**config.mk**
```make
export PLATFORM = sky130hd
export DESIGN_NAME = crank_cam_gen
export DESIGN_NICKNAME = d
export VERILOG_FILES = /design/src/rtl/crank_cam_gen.sv
export SDC_FILE = /design/constraint.sdc
export NUM_CORES = 1
export LEC_CHECK = 0
export CAP_MARGIN = 30
export CELL_PAD_IN_SITES_DETAIL_PLACEMENT = 1
export CELL_PAD_IN_SITES_GLOBAL_PLACEMENT = 1
export CORE_UTILIZATION = 44
export DETAILED_ROUTE_END_ITERATION = 10
export DONT_BUFFER_PORTS = 1
export PLACE_DENSITY = 0.75
export SLEW_MARGIN = 20
export SYNTH_ARGS = -nofsm -noshare
export SYNTH_HDL_FRONTEND = slang
export SYNTH_SLANG_ARGS = --single-unit
```
**constraint.sdc**
```tcl
create_clock -name clk -period 4.81 [get_ports clk]
set_clock_uncertainty 0.05 [all_clocks]
set_input_delay 0.481 -clock clk [delete_from_list [all_inputs] [get_ports clk]]
set_output_delay 0.481 -clock clk [all_outputs]
set_load 0.01 [all_outputs]
```
**src/rtl/crank_cam_gen.sv**
```systemverilog
// crank_cam_gen: synthetic crank (60-2 style) tooth wheel and cam signal generator.
// Optional feature: define CRANK_CAM_GEN_ACCEL_EN to add a saturating per-tooth
// period ramp driven by the signed 'accel' input. Without it, 'accel' is ignored.
module crank_cam_gen #(
    parameter int TEETH   = 60,
    parameter int GAP     = 2,
    parameter int PER_W   = 16,
    parameter int CAM_ON  = 4,
    parameter int CAM_OFF = 54
) (
    input  logic                     clk,
    input  logic                     rst,
    input  logic                     ena,
    input  logic [PER_W-1:0]         period,
    input  logic                     period_we,
    input  logic [PER_W-1:0]         accel,
    output logic                     vr,
    output logic                     cam,
    output logic [$clog2(TEETH)-1:0] tooth,
    output logic                     rev_stb,
    output logic                     cam_phase
);

    localparam int TW = $clog2(TEETH);
    // GAP+1 < 2**GW, so the longest tooth (GAP+1)*(2**PER_W-1) fits in CW bits
    localparam int GW = $clog2(GAP + 2);
    localparam int CW = PER_W + GW;
    localparam logic [TW-1:0] LAST_T    = TW'(TEETH - GAP - 1);
    localparam logic [TW-1:0] CAM_ON_T  = TW'(CAM_ON);
    localparam logic [TW-1:0] CAM_OFF_T = TW'(CAM_OFF);

    logic [CW-1:0]    cnt_q, cnt_d;
    logic [PER_W-1:0] p_q, p_d;
    logic [PER_W-1:0] req_q, req_d;
    logic [TW-1:0]    tooth_q, tooth_d;
    logic             cam_q, cam_d;
    logic             phase_q, phase_d;
    logic             stb_q, stb_d;
    logic             run_q, run_d;

    logic [PER_W-1:0] halfP;
    logic [PER_W-1:0] highLen;
    logic [CW-1:0]    toothLen;
    logic [CW-1:0]    lowLen;
    logic             isLast;
    logic             endOfTooth;
    logic             boundary;

    // Periods below 2 cannot produce both a low and a high phase
    function automatic logic [PER_W-1:0] clampP(input logic [PER_W-1:0] x);
        return (x < PER_W'(2)) ? PER_W'(2) : x;
    endfunction

    // Tooth geometry: the last tooth absorbs the missing teeth into its low phase
    always_comb begin
        halfP      = p_q >> 1;
        highLen    = p_q - halfP;
        isLast     = (tooth_q == LAST_T);
        toothLen   = isLast ? (CW'(p_q) * CW'(GAP + 1)) : CW'(p_q);
        lowLen     = toothLen - CW'(highLen);
        endOfTooth = (cnt_q == toothLen - CW'(1));
        boundary   = ena && (!run_q || endOfTooth);
    end

`ifdef CRANK_CAM_GEN_ACCEL_EN
    localparam logic signed [PER_W+1:0] SUM_MIN = (PER_W+2)'(2);
    localparam logic signed [PER_W+1:0] SUM_MAX = {2'b00, {PER_W{1'b1}}};
    logic signed [PER_W+1:0] accelSum;
    logic [PER_W-1:0]        accelReq;

    // Saturating period ramp, applied once per tooth boundary
    always_comb begin
        accelSum = $signed({2'b00, req_q}) + $signed({{2{accel[PER_W-1]}}, accel});
        if (accelSum < SUM_MIN) begin
            accelReq = PER_W'(2);
        end else if (accelSum > SUM_MAX) begin
            accelReq = '1;
        end else begin
            accelReq = accelSum[PER_W-1:0];
        end
    end
`else
    logic unused_accel;
    assign unused_accel = ^accel;
`endif

    // Next state: period latch, tooth sequencing, revolution parity and cam window
    always_comb begin
        cnt_d   = cnt_q;
        p_d     = p_q;
        req_d   = req_q;
        tooth_d = tooth_q;
        cam_d   = cam_q;
        phase_d = phase_q;
        stb_d   = 1'b0;
        run_d   = run_q;
        if (ena) begin
            if (period_we) begin
                req_d = period;
            end
`ifdef CRANK_CAM_GEN_ACCEL_EN
            else if (boundary) begin
                req_d = accelReq;
            end
`endif
            if (boundary) begin
                cnt_d = '0;
                p_d   = clampP(req_d);
                run_d = 1'b1;
                if (run_q) begin
                    if (isLast) begin
                        tooth_d = '0;
                        stb_d   = 1'b1;
                        phase_d = ~phase_q;
                    end else begin
                        tooth_d = tooth_q + TW'(1);
                    end
                    if (phase_d && (tooth_d == CAM_ON_T)) begin
                        cam_d = 1'b1;
                    end else if (phase_d && (tooth_d == CAM_OFF_T)) begin
                        cam_d = 1'b0;
                    end
                end
            end else begin
                cnt_d = cnt_q + CW'(1);
            end
        end
    end

    // State registers; reset wins over every other input
    always_ff @(posedge clk) begin
        if (rst) begin
            cnt_q   <= '0;
            p_q     <= PER_W'(2);
            req_q   <= PER_W'(2);
            tooth_q <= '0;
            cam_q   <= 1'b0;
            phase_q <= 1'b0;
            stb_q   <= 1'b0;
            run_q   <= 1'b0;
        end else begin
            cnt_q   <= cnt_d;
            p_q     <= p_d;
            req_q   <= req_d;
            tooth_q <= tooth_d;
            cam_q   <= cam_d;
            phase_q <= phase_d;
            stb_q   <= stb_d;
            run_q   <= run_d;
        end
    end

    assign vr        = (cnt_q >= lowLen);
    assign cam       = cam_q;
    assign tooth     = tooth_q;
    assign rev_stb   = stb_q;
    assign cam_phase = phase_q;

endmodule

```
-- Yosys cells after proc, flatten, opt, wreduce, memory -nomap -nowiden
Cells that the tools add are included.
W data, S select, Z words.
- mux-type cells: 16
- add/subtract/negate cells: 5
- eq/ne operators: 4
- $mul: 1
- bitwise logic cells: 4
- order comparisons: 2
- reduce and logical (&&, ||, !) cells: 10
- operators with widths (operator ; count):
    $mux W16 ; 3
    $mux W18 ; 2
    $mux W6 ; 4
    $add A18 B1 Y18 const B ; 1
    $eq A18 B18 Y1 ; 1
    $ge A18 B18 Y1 ; 1
    $mul A16 B2 Y18 const B ; 1
    $sub A18 B1 Y18 const B ; 1
    $sub A18 B16 Y18 ; 1
    $lt A16 B2 Y1 const B ; 1
    $sub A16 B15 Y16 ; 1
    $eq A6 B6 Y1 const B ; 2
    $mux W1 ; 7
    $add A6 B1 Y6 const B ; 1
    $eq A6 B3 Y1 const B ; 1
    $not A1 Y1 ; 4
    $reduce_and A4 Y1 ; 1
    $reduce_or A4 Y1 ; 1
    $logic_and A1 B1 Y1 ; 3
    $reduce_and A3 Y1 ; 1
    $reduce_and A2 Y1 ; 1
    $reduce_bool A2 Y1 ; 1
    $logic_not A1 Y1 ; 1
    $logic_or A1 B1 Y1 ; 1
- register bits: 60
- bits of input ports: 36
- logic and storage cells: 50

-- Depth between registers and ports, before layout
Gate-level depths: netlist of run 1.
- word-level depth: 12
- gate-level depth with buffers: 25
- gate-level depth less buffers: 24

-- Least setup slack after synthesis of run 1
Ideal clock, no wire load.
- path kind: register to output
- start: reg p_q[3]
- end: out vr
- buffers on the path: 2
- arrival: 4909 ps
- setup slack: -630 ps
- cell stages (with the launch flop): 26
- required time: 4279 ps
- cells stage by stage: dfxtp_1 inv_1 ha_1 buf_6 and2b_4 a211oi_4 nor2_1 mux2i_1 o21a_1 buf_4 inv_1 ha_1 or2_2 o31ai_1 a21oi_1 and4_1 a2111oi_0 maj3_1 maj3_1 nor3_1 o31ai_1 nand3b_1 xnor2_1 ha_1 o211ai_1 o21ai_0
- word-level cells in the longest chain between the ends: 4
- elaborated cells between the ends (all ways): 5
- RTL lines (what ; RTL line ; RTL):
    start, declared ; 33 ; logic [PER_W-1:0] p_q, p_d;
    start signal, assigned ; 143 ; p_q <= p_d;
    $mul A16 B2 Y18 ; 59 ; toothLen = isLast ? (CW'(p_q) * CW'(GAP + 1)) : CW'(p_q);
    $mux W18 ; 59 ;
    $sub A18 B16 Y18 (*) ; 60 ; lowLen = toothLen - CW'(highLen);
    $ge A18 B18 Y1 (*) ; 153 ; assign vr = (cnt_q >= lowLen);
    end, declared ; 17 ; output logic vr,
Every way passes the cells marked *; elsewhere a longest branch is shown, timed or not.

-- Final worst setup path of run 1
- start: reg p_q[1]
- end: out vr
The elaborated chain is that of the path after synthesis.

==> results by group, run 1 <==
STA
  • Final WS setup: -0.689 ns
  • RSZ-0062 raised after global routing: true
  • Min Tclk post-route: 5.50 ns
  • Final setup fails: 1
  • Max-slew violations: 0
  • Worst Tran Pin Value: 0.555 ns
  • FMAX: 0.182 GHz
  • Fin crit share: 1.14
  • Endpoints failing hold: 0
  • Setup tns final: -0.689 ns
  • Relative slew margins: 0.629

Power
  • PD cells: 292 nW/um^2
  • P_int: 1.52 mW
  • Tot Pwr: 2.47 mW
  • Sw Ratio: 0.385
  • Clock Power Share: 0.277
  • Gate power share: 0.504
  • Psw: 949 uW
  • Pleak: 3.58 nW
  • Max IR drop VDD: 284 uV
  • Register share of total power: 0.218

Run status
  • Violated checks: negative setup slack
  • Status: finished with violations

Logic synthesis
  • Yosys top cell area share: 0.185
  • Mapped Area: 6480 sq um
  • Synth cell types: 91
  • Top cells by count, synth: nand2_1 (79), a21oi_1 (74), ha_1 (65), dfxtp_1 (60), nor2_1 (55)
  • Yosys top cell by area: dfxtp_1
  • Post-synth EDFFs: 0
  • Yosys warning count: 0
  • Dominant cell by count in the synthesized netlist: nand2_1
  • Syn nets: 933
  • Seq/Total Area, Yosys: 0.185
  • Ys async rst share: 0
  • Syn_area_per_cell: 7.82 sq um
  • Cells after Synth: 829
  • Ranking of synthesized cells by area: dfxtp_1 (19%), ha_1 (13%), xnor2_1 (6.6%)
  • Synth Register Bits: 60
  • Synth Flop Type: dfxtp_1

Global route
  • First-pass GRT wire length: 36.1 mm
  • Global Route Usage Sum: 0.313
  • GR Overflow Total: 0
  • Number of global-route vias before repair: 7246
  • Initial antenna violation count: 0
  • Largest net degree at the start of global routing: 65

Job
  • Max_cap viols: 0

Hold path
  • End of the worst hold path: req_q[6]$_SDFFE_PP0P_
  • Hold path depth: 1
  • Hold Crit Class: primary input to register
  • Hold wc startpoint: rst

Routing
  • DRT Wirelength: 24.0 mm
  • Initial DRC count: 355
  • Vias: 6727
  • Residual DRC: 0
  • Post-DR wirelength/cell: 21.0 um
  • Post-DRT Antenna Nets: 0
  • Avg Vias per Cell: 5.88
  • Pre-Repair DR Iteration Count: 4

Place
  • Hpwl dp: 17.8 mm
  • GPL Wtd Cong: 0.955
  • Dpl ws: -0.516 ns
  • Port Buffers: 0

Clock tree
  • Clk Latency, worst-skew pair: 0.36 ns
  • Clock edge transition at the registers on the reported setup and hold paths: 0.07 ns
  • CTS Buffer Depth: 2
  • Clock root cell: clkbuf_16
  • CTS tree: built
  • Number of H-tree levels: 3
  • Num CTS Buffers: 9
  • Sink Count: 60

Final layout
  • Layout Utilization: 0.582
  • Nets: 1059
  • Area grow syn2layout: 30.0%
  • N_diodes: 0
  • Share of cells above drive strength 1: 0.288

Critical path
  • Top delay family on crit path: compound AO/OA/AOI/OAI gates
  • Buf/Inv on CP: 4
  • Critical path depth: 22
  • CP max FO: 5
  • Crit-path cells: buf_6, ha_4, nand2b_4, a211oi_4, buf_4, o311a_1, a211oi_1, buf_4, a21oi_1, inv_1, ha_1, and3_4, a2111oi_4, maj3_2, maj3_2, nor3_2, or4_1, nand2_1, ha_1, o21a_1, o211ai_1, o21ai_2
  • R2R Path End: p_q[0]$_SDFFE_PP0P_
  • Slowest CP cell: or4_1
  • Reg2reg start: p_q[1]$_SDFFE_PP1P_
  • Crit path arrival time: 4.97 ns
  • CP endpoint kind: primary output
  • R2R depth: 19
  • Critical path type: register to primary output
  • Reg2Reg Setup Slack: 0.10 ns
  • Critical Path RT: 4.28 ns
  • Startpoint Class: register
  • Delay of the slowest critical-path stage: 0.49 ns

Floorplan
  • Die span in x: 123 um
  • Die H: 123 um
  • Core area: 14500 sq um
  • Std cell rows: 44
  • Initial Utilization: 0.448
  • Die ar.: 15200 sq um
  • Ports: 46
registers in the layout, summed over array words and instances, names as in the netlist:
name       count
req_q         16
cnt_q         18
cam_phase      1
tooth          6
run_q          1
p_q           16
cam            1
rev_stb        1
stage by stage:
step                cell area [sq um]  cells  hold WS [ns]
floorplan                        6650    829         0.386
global placement                 7690   1111         0.385
detailed placement               7690   1111         0.409
CTS                              8220   1143         0.124
global route                     8430   1144         0.123
finish                           8430   1144         0.132
placed cells by master (no fill, tap or decap), types with 6 or more instances in the layout:
master,instances
nand3_1,24
ha_4,8
nand2b_1,9
buf_4,150
clkbuf_16,11
dfxtp_1,56
a21oi_2,8
o21ai_0,20
nand4_1,6
o31ai_1,7
and3_1,6
xor2_1,24
a211oi_1,14
a21oi_1,66
nand2_1,79
nor3_1,29
mux2i_1,18
o21ai_1,10
inv_1,42
a21o_1,14
nor4_1,13
xnor2_1,48
nor2b_1,11
nor2_1,52
ha_1,56
nor3_2,7
o21a_1,7
routing by layer:
layer,track usage,share of wire,vias to the layer above
met4,0.133,0.033,0
met5,0,0,-
met1,0.348,0.41,3277
met2,0.582,0.52,163
met3,0.0526,0.036,54
li1,-,-,3233
cell type report:
| type | instances | area, sq um |
|---|---|---|
| Clock buffer | 10 | 250 |
| Fill cell | 1777 | 6050 |
| Inverter | 48 | 185 |
| Sequential cell | 60 | 1220 |
| Tap cell | 184 | 230 |
| Clock inverter | 6 | 53.8 |
| Timing Repair Buffer | 155 | 1200 |
| Multi-Input combinational cell | 681 | 5290 |
kinds of logic after synthesis:
kind of cell             after synthesis  share of synthesized area
XOR/XNOR                              77                      0.110
buffers and inverters                 88                     0.0596
AO/OA/AOI/OAI                        219                      0.239
flip-flops                            60                      0.185
adder cells (fa/ha/maj)               72                      0.141
AND/OR/NAND/NOR                      287                      0.225
multiplexers                          26                     0.0415
how the worst max path moves through the flow:
stage	start	to	slack (ns)
2_1_floorplan	p_q[1]$_SDFFE_PP1P_	vr	-0.18
3_3_place_gp	p_q[1]$_SDFFE_PP1P_	vr	-0.38
3_5_place_dp	p_q[1]$_SDFFE_PP1P_	vr	-0.52
4_1_cts	p_q[0]$_SDFFE_PP0P_	vr	-0.77
5_1_grt	p_q[1]$_SDFFE_PP1P_	vr	-0.86
6_report	p_q[1]$_SDFFE_PP1P_	vr	-0.69
power by group through the flow:
| stage | clock (mW) | sequential (mW) | combinational [mW] |
|---|---|---|---|
| floorplan | 0 | 0.544 | 0.715 |
| global placement | 0 | 0.546 | 1.05 |
| CTS | 0.689 | 0.538 | 1.19 |
| global route | 0.708 | 0.540 | 1.35 |
| finish | 0.684 | 0.538 | 1.24 |
| detailed placement | 0 | 0.547 | 1.10 |
what timing repair did:
item,4_1_cts,5_1_grt
setup endpoints to repair,1,44
setup buffers,16,6
gates cloned,0,1
gates resized for setup,31,37
hold buffers,0,0
pin swaps,32,34
No activity file was read; power rests on OpenSTA's default activity.
==> inputs of run 2 (changes only) <==
--- a/config.mk
+++ b/config.mk
@@ -5,13 +5,15 @@
 export SDC_FILE = /design/constraint.sdc
 export NUM_CORES = 1
 export LEC_CHECK = 0
+export ABC_CLOCK_PERIOD_IN_PS = 4810
 export CAP_MARGIN = 30
 export CELL_PAD_IN_SITES_DETAIL_PLACEMENT = 1
 export CELL_PAD_IN_SITES_GLOBAL_PLACEMENT = 1
-export CORE_UTILIZATION = 44
+export CORE_UTILIZATION = 45
+export CTS_BUF_LIST = sky130_fd_sc_hd__clkbuf_8
 export DETAILED_ROUTE_END_ITERATION = 10
 export DONT_BUFFER_PORTS = 1
-export PLACE_DENSITY = 0.75
+export PLACE_DENSITY = 0.77
 export SLEW_MARGIN = 20
 export SYNTH_ARGS = -nofsm -noshare
 export SYNTH_HDL_FRONTEND = slang
==> results by group, run 2 (same netlist as run 1, synthesis figures left out) <==
Critical path
  • Crit path arrival time: 5.00 ns
  • Critical Path RT: 4.28 ns
  • Slowest CP cell: fa_2
  • Buf/Inv on CP: 4
  • CP endpoint kind: primary output
  • Top delay family on crit path: adder cells
  • Startpoint Class: register
  • Crit-path cells: buf_6, ha_4, inv_2, fa_2, xnor2_1, o21ai_0, ha_1, inv_1, buf_4, a21oi_1, o21ai_1, a21oi_2, and4_4, a2111oi_4, maj3_2, maj3_2, nor3_1, o31ai_1, nand3b_1, xnor2_1, ha_1, o211ai_1, o21ai_2
  • CP max FO: 3
  • Critical path type: register to primary output
  • Delay of the slowest critical-path stage: 0.40 ns

Clock tree
  • Clock root cell: clkbuf_8
  • Clock edge transition at the registers on the reported setup and hold paths: 0.08 ns
  • Clk Latency, worst-skew pair: 0.37 ns
  • CTS tree: built
  • Sink Count: 60
  • CTS Buffer Depth: 2
  • Num CTS Buffers: 9
  • Number of H-tree levels: 3

Final layout
  • Biggest register: cnt_q
  • Most common cell after layout, fill and taps aside: buf_4
  • Share of cells above drive strength 1: 0.263
  • N_diodes: 0
  • Commonest cells after routing, fill and taps aside: buf_4 (153), nand2_1 (79), a21oi_1 (69)
  • Nets: 1059
  • Biggest regs: cnt_q: 18 flops, p_q: 16 flops, req_q: 16 flops
  • Area grow syn2layout: 25.0%
  • Max reg flops: 18

Routing
  • Vias: 6764
  • Residual DRC: 0
  • DRT Wirelength: 22.9 mm
  • Avg Vias per Cell: 5.93
  • Post-DRT Antenna Nets: 0
  • Pre-Repair DR Iteration Count: 4
  • Post-DR wirelength/cell: 20.1 um
  • Initial DRC count: 269

Floorplan
  • Initial Utilization: 0.464
  • Ports: 46
  • Core area: 14000 sq um
  • Die span in x: 122 um
  • Std cell rows: 43
  • Die H: 122 um
  • Die ar.: 14900 sq um

STA
  • Final WS setup: -0.726 ns
  • FMAX: 0.181 GHz
  • Relative slew margins: 0.645
  • Fin crit share: 1.15
  • Max-slew violations: 0
  • Min Tclk post-route: 5.54 ns
  • WHS: 0.119 ns
  • Worst Tran Pin Value: 0.532 ns
  • RSZ-0062 raised after global routing: true
  • Final setup fails: 1
  • Endpoints failing hold: 0

Place
  • Hpwl dp: 17.7 mm
  • GPL Wtd Cong: 0.878
  • Port Buffers: 0

Job
  • Max_cap viols: 0

Run status
  • Violated checks: negative setup slack
  • Status: finished with violations

Power
  • Max IR drop VDD: 235 uV
  • PD cells: 268 nW/um^2
  • Pleak: 3.50 nW
  • Tot Pwr: 2.17 mW

Global route
  • Global Route Usage Sum: 0.306
  • First-pass GRT wire length: 35.0 mm
  • Number of global-route vias before repair: 7098
  • Initial antenna violation count: 0
  • GR Overflow Total: 0
  • Largest net degree at the start of global routing: 65

Hold path
  • Hold Crit Class: primary input to register
## run 2: repair_timing
item / in CTS / in global routing
hold buffers: 0 / 0
resized for setup: 21 / 11
setup buffers: 13 / 6
pin swaps: 22 / 10
setup endpoints to repair: 1 / 42
## run 2: through the flow
step	setup TNS (ns)	worst slack [ns]	instance area, sq um	std cells	utilization
after global placement	-0.339	-0.339	7670	1105	0.549
after detailed placement	-0.414	-0.414	7670	1105	0.549
after floorplan	-0.185	-0.185	6650	829	-
final	-0.726	-0.726	8110	1140	0.579
after global routing	-1.31	-0.988	8110	1140	0.579
after CTS	-0.711	-0.711	8020	1134	0.574
## run 2: worst paths after layout
check	startpoint	to	slack, ns	cells past startpoint
worst max-delay path	p_q[0]$_SDFFE_PP0P_	vr	-0.73	23
worst min-delay path	rst	req_q[11]$_SDFFE_PP0P_	0.12	1
worst min register to register	req_q[0]$_SDFFE_PP0P_	req_q[0]$_SDFFE_PP0P_	0.41	2
worst max register to register	p_q[8]$_SDFFE_PP0P_	cnt_q[0]$_SDFFE_PP0P_	0.12	18
## run 2: layout make-up
type                    count  area (sq um)
clock buffers              10           138
clock inverters             6          46.3
fillers                  1744          5880
inverters                  48           185
multi-input cells         681          5120
flip-flops and latches     60          1220
well taps                 180           225
repair buffers            155          1170
## run 2: routing by layer
| layer | share of wire | wire length (um) | global-route usage |
|---|---|---|---|
| met1 | 0.42 | 9570 | 0.344 |
| met5 | 0 | 0 | 0 |
| met4 | 0.024 | 539 | 0.115 |
| met3 | 0.036 | 821 | 0.0407 |
| met2 | 0.52 | 12000 | 0.578 |
## run 2: power by group
part	total (mW)	switching (mW)	internal (mW)
clock	0.441	0.238	0.203
sequential	0.537	0.0234	0.514
combinational	1.20	0.602	0.594
total	2.17	0.863	1.31
==> inputs of run 3 (changes only) <==
--- a/config.mk
+++ b/config.mk
@@ -9,11 +9,13 @@
 export CAP_MARGIN = 30
 export CELL_PAD_IN_SITES_DETAIL_PLACEMENT = 1
 export CELL_PAD_IN_SITES_GLOBAL_PLACEMENT = 1
+export CORE_ASPECT_RATIO = 2
 export CORE_UTILIZATION = 45
 export CTS_BUF_LIST = sky130_fd_sc_hd__clkbuf_8
 export DETAILED_ROUTE_END_ITERATION = 10
 export DONT_BUFFER_PORTS = 1
 export PLACE_DENSITY = 0.77
+export SKIP_LAST_GASP = 1
 export SLEW_MARGIN = 20
 export SYNTH_ARGS = -nofsm -noshare
 export SYNTH_HDL_FRONTEND = slang
==> results by group, run 3 (same netlist as run 1, synthesis figures left out) <==
Run status
  • Status: finished with violations
  • Violated checks: negative setup slack

Power
  • Max IR drop VDD: 231 uV
  • Gate power share: 0.554
  • Register share of total power: 0.238
  • P_int: 1.37 mW
  • Pleak: 3.52 nW
  • Sw Ratio: 0.397
  • Clock Power Share: 0.208
  • Psw: 898 uW
  • PD cells: 275 nW/um^2

Critical path
  • Critical Path RT: 4.28 ns
  • CP max FO: 3
  • Crit path arrival time: 4.98 ns
  • Startpoint Class: register
  • CP endpoint kind: primary output
  • Critical path type: register to primary output

Clock tree
  • CTS tree: built
  • Clock root cell: clkbuf_8
  • Clock edge transition at the registers on the reported setup and hold paths: 0.08 ns
  • Num CTS Buffers: 9
  • CTS Buffer Depth: 2
  • Sink Count: 60
  • Clk Latency, worst-skew pair: 0.34 ns
  • Number of H-tree levels: 3

Routing
  • Initial DRC count: 258
  • Avg Vias per Cell: 6.02
  • Post-DR wirelength/cell: 20.7 um
  • Pre-Repair DR Iteration Count: 4
  • DRT Wirelength: 23.9 mm
  • Residual DRC: 0
  • Vias: 6924
  • Post-DRT Antenna Nets: 0

Final layout
  • Biggest register: cnt_q
  • Biggest regs: cnt_q: 18 flops, p_q: 16 flops, req_q: 16 flops
  • Layout Utilization: 0.589
  • Commonest cells after routing, fill and taps aside: buf_4 (153), nand2_1 (77), a21oi_1 (67)
  • Most common cell after layout, fill and taps aside: buf_4
  • Area grow syn2layout: 26.9%
  • N_diodes: 0
  • Share of cells above drive strength 1: 0.275
  • Max reg flops: 18
  • Nets: 1060

Floorplan
  • Die span in x: 86.9 um
  • Core area: 14000 sq um
  • Die ar.: 14900 sq um
  • Std cell rows: 61
  • Die H: 172 um
  • Initial Utilization: 0.464
  • Ports: 46

Job
  • Max_cap viols: 0

Hold path
  • Hold Crit Class: primary input to register

STA
  • Max-slew violations: 0
  • Min Tclk post-route: 5.52 ns
  • Setup tns final: -0.706 ns
  • Worst Tran Pin Value: 0.604 ns
  • FMAX: 0.181 GHz
  • Fin crit share: 1.15
  • RSZ-0062 raised after global routing: true
  • Final setup fails: 1
  • Final WS setup: -0.706 ns
  • Relative slew margins: 0.587
  • Endpoints failing hold: 0

Global route
  • Met3 Usage GRT: 0.0336
  • Number of global-route vias before repair: 7777
  • Initial antenna violation count: 0
  • Layer with the highest usage: met2
  • Met2 Track Usage GR: 0.674
  • Global Route Usage Sum: 0.329
  • Met1 GRT Util: 0.283
  • GR Overflow Total: 0
  • First-pass GRT wire length: 37.8 mm
  • Largest net degree at the start of global routing: 65

Place
  • Port Buffers: 0
  • Dpl ws: -0.668 ns
  • Hpwl dp: 19.1 mm
  • GPL Wtd Cong: 0.912
[run 3: timing repair]
action,CTS,global route
resized for setup,27,18
setup endpoints to repair,18,40
hold buffers,0,0
buffers inserted,6,8
pin swaps,31,18
cloned,0,0
[run 3: metal layers]
layer / routed length, um / share of wire / vias to the layer above
met5: 0 / 0 / -
met4: 1680 / 0.070 / 0
met3: 531 / 0.022 / 110
met2: 13900 / 0.58 / 166
met1: 7760 / 0.33 / 3417
li1: - / - / 3231
[run 3: stage by stage]
stage	instance area [sq um]	power [mW]	hold slack, ns	instances
2_1_floorplan	6650	1.26	0.386	829
3_3_place_gp	7730	1.62	0.386	1120
3_5_place_dp	7730	1.68	0.409	1120
4_1_cts	8060	2.21	0.137	1142
5_1_grt	8230	2.39	0.136	1150
6_report	8230	2.26	0.150	1150
[run 3: power by group through the flow]
stage / sequential (mW) / clock, mW / combinational (mW)
after floorplan: 0.544 / 0 / 0.715
after global placement: 0.547 / 0 / 1.07
after detailed placement: 0.549 / 0 / 1.13
after CTS: 0.538 / 0.480 / 1.19
after global routing: 0.540 / 0.500 / 1.35
final: 0.538 / 0.471 / 1.25
[run 3: cell type report]
cell class,instances,area [sq um]
well taps,189,236
multi-input cells,681,5200
fillers,1727,5740
clock buffers,9,124
inverters,48,185
clock inverters,7,66.3
flip-flops and latches,60,1210
repair buffers,156,1200
[run 3: worst paths after layout]
check                                             end  cells after the start  slack (ns)                   from
worst max-delay path                               vr                     24       -0.71    p_q[0]$_SDFFE_PP0P_
worst min-delay path            req_q[0]$_SDFFE_PP0P_                      1        0.15                    rst
worst max register to register    p_q[1]$_SDFFE_PP1P_                     16        0.13    p_q[4]$_SDFFE_PP0P_
worst min register to register  req_q[0]$_SDFFE_PP0P_                      2        0.41  req_q[0]$_SDFFE_PP0P_
[run 3: critical path, stage by stage (launching register included)]
cell	delay, ns
dfxtp_4	0.37
inv_4	0.06
ha_4	0.14
inv_2	0.05
fa_2	0.34
a21o_1	0.20
a211oi_2	0.23
buf_4	0.15
nor2_1	0.05
nor2_2	0.15
xnor2_2	0.14
ha_4	0.22
or2_4	0.24
a21oi_1	0.17
a21oi_1	0.10
a31oi_2	0.19
maj3_2	0.23
a21oi_2	0.07
maj3_2	0.34
a2111oi_4	0.32
nor3_2	0.10
xnor2_1	0.14
ha_1	0.29
o211ai_1	0.11
o21ai_2	0.25
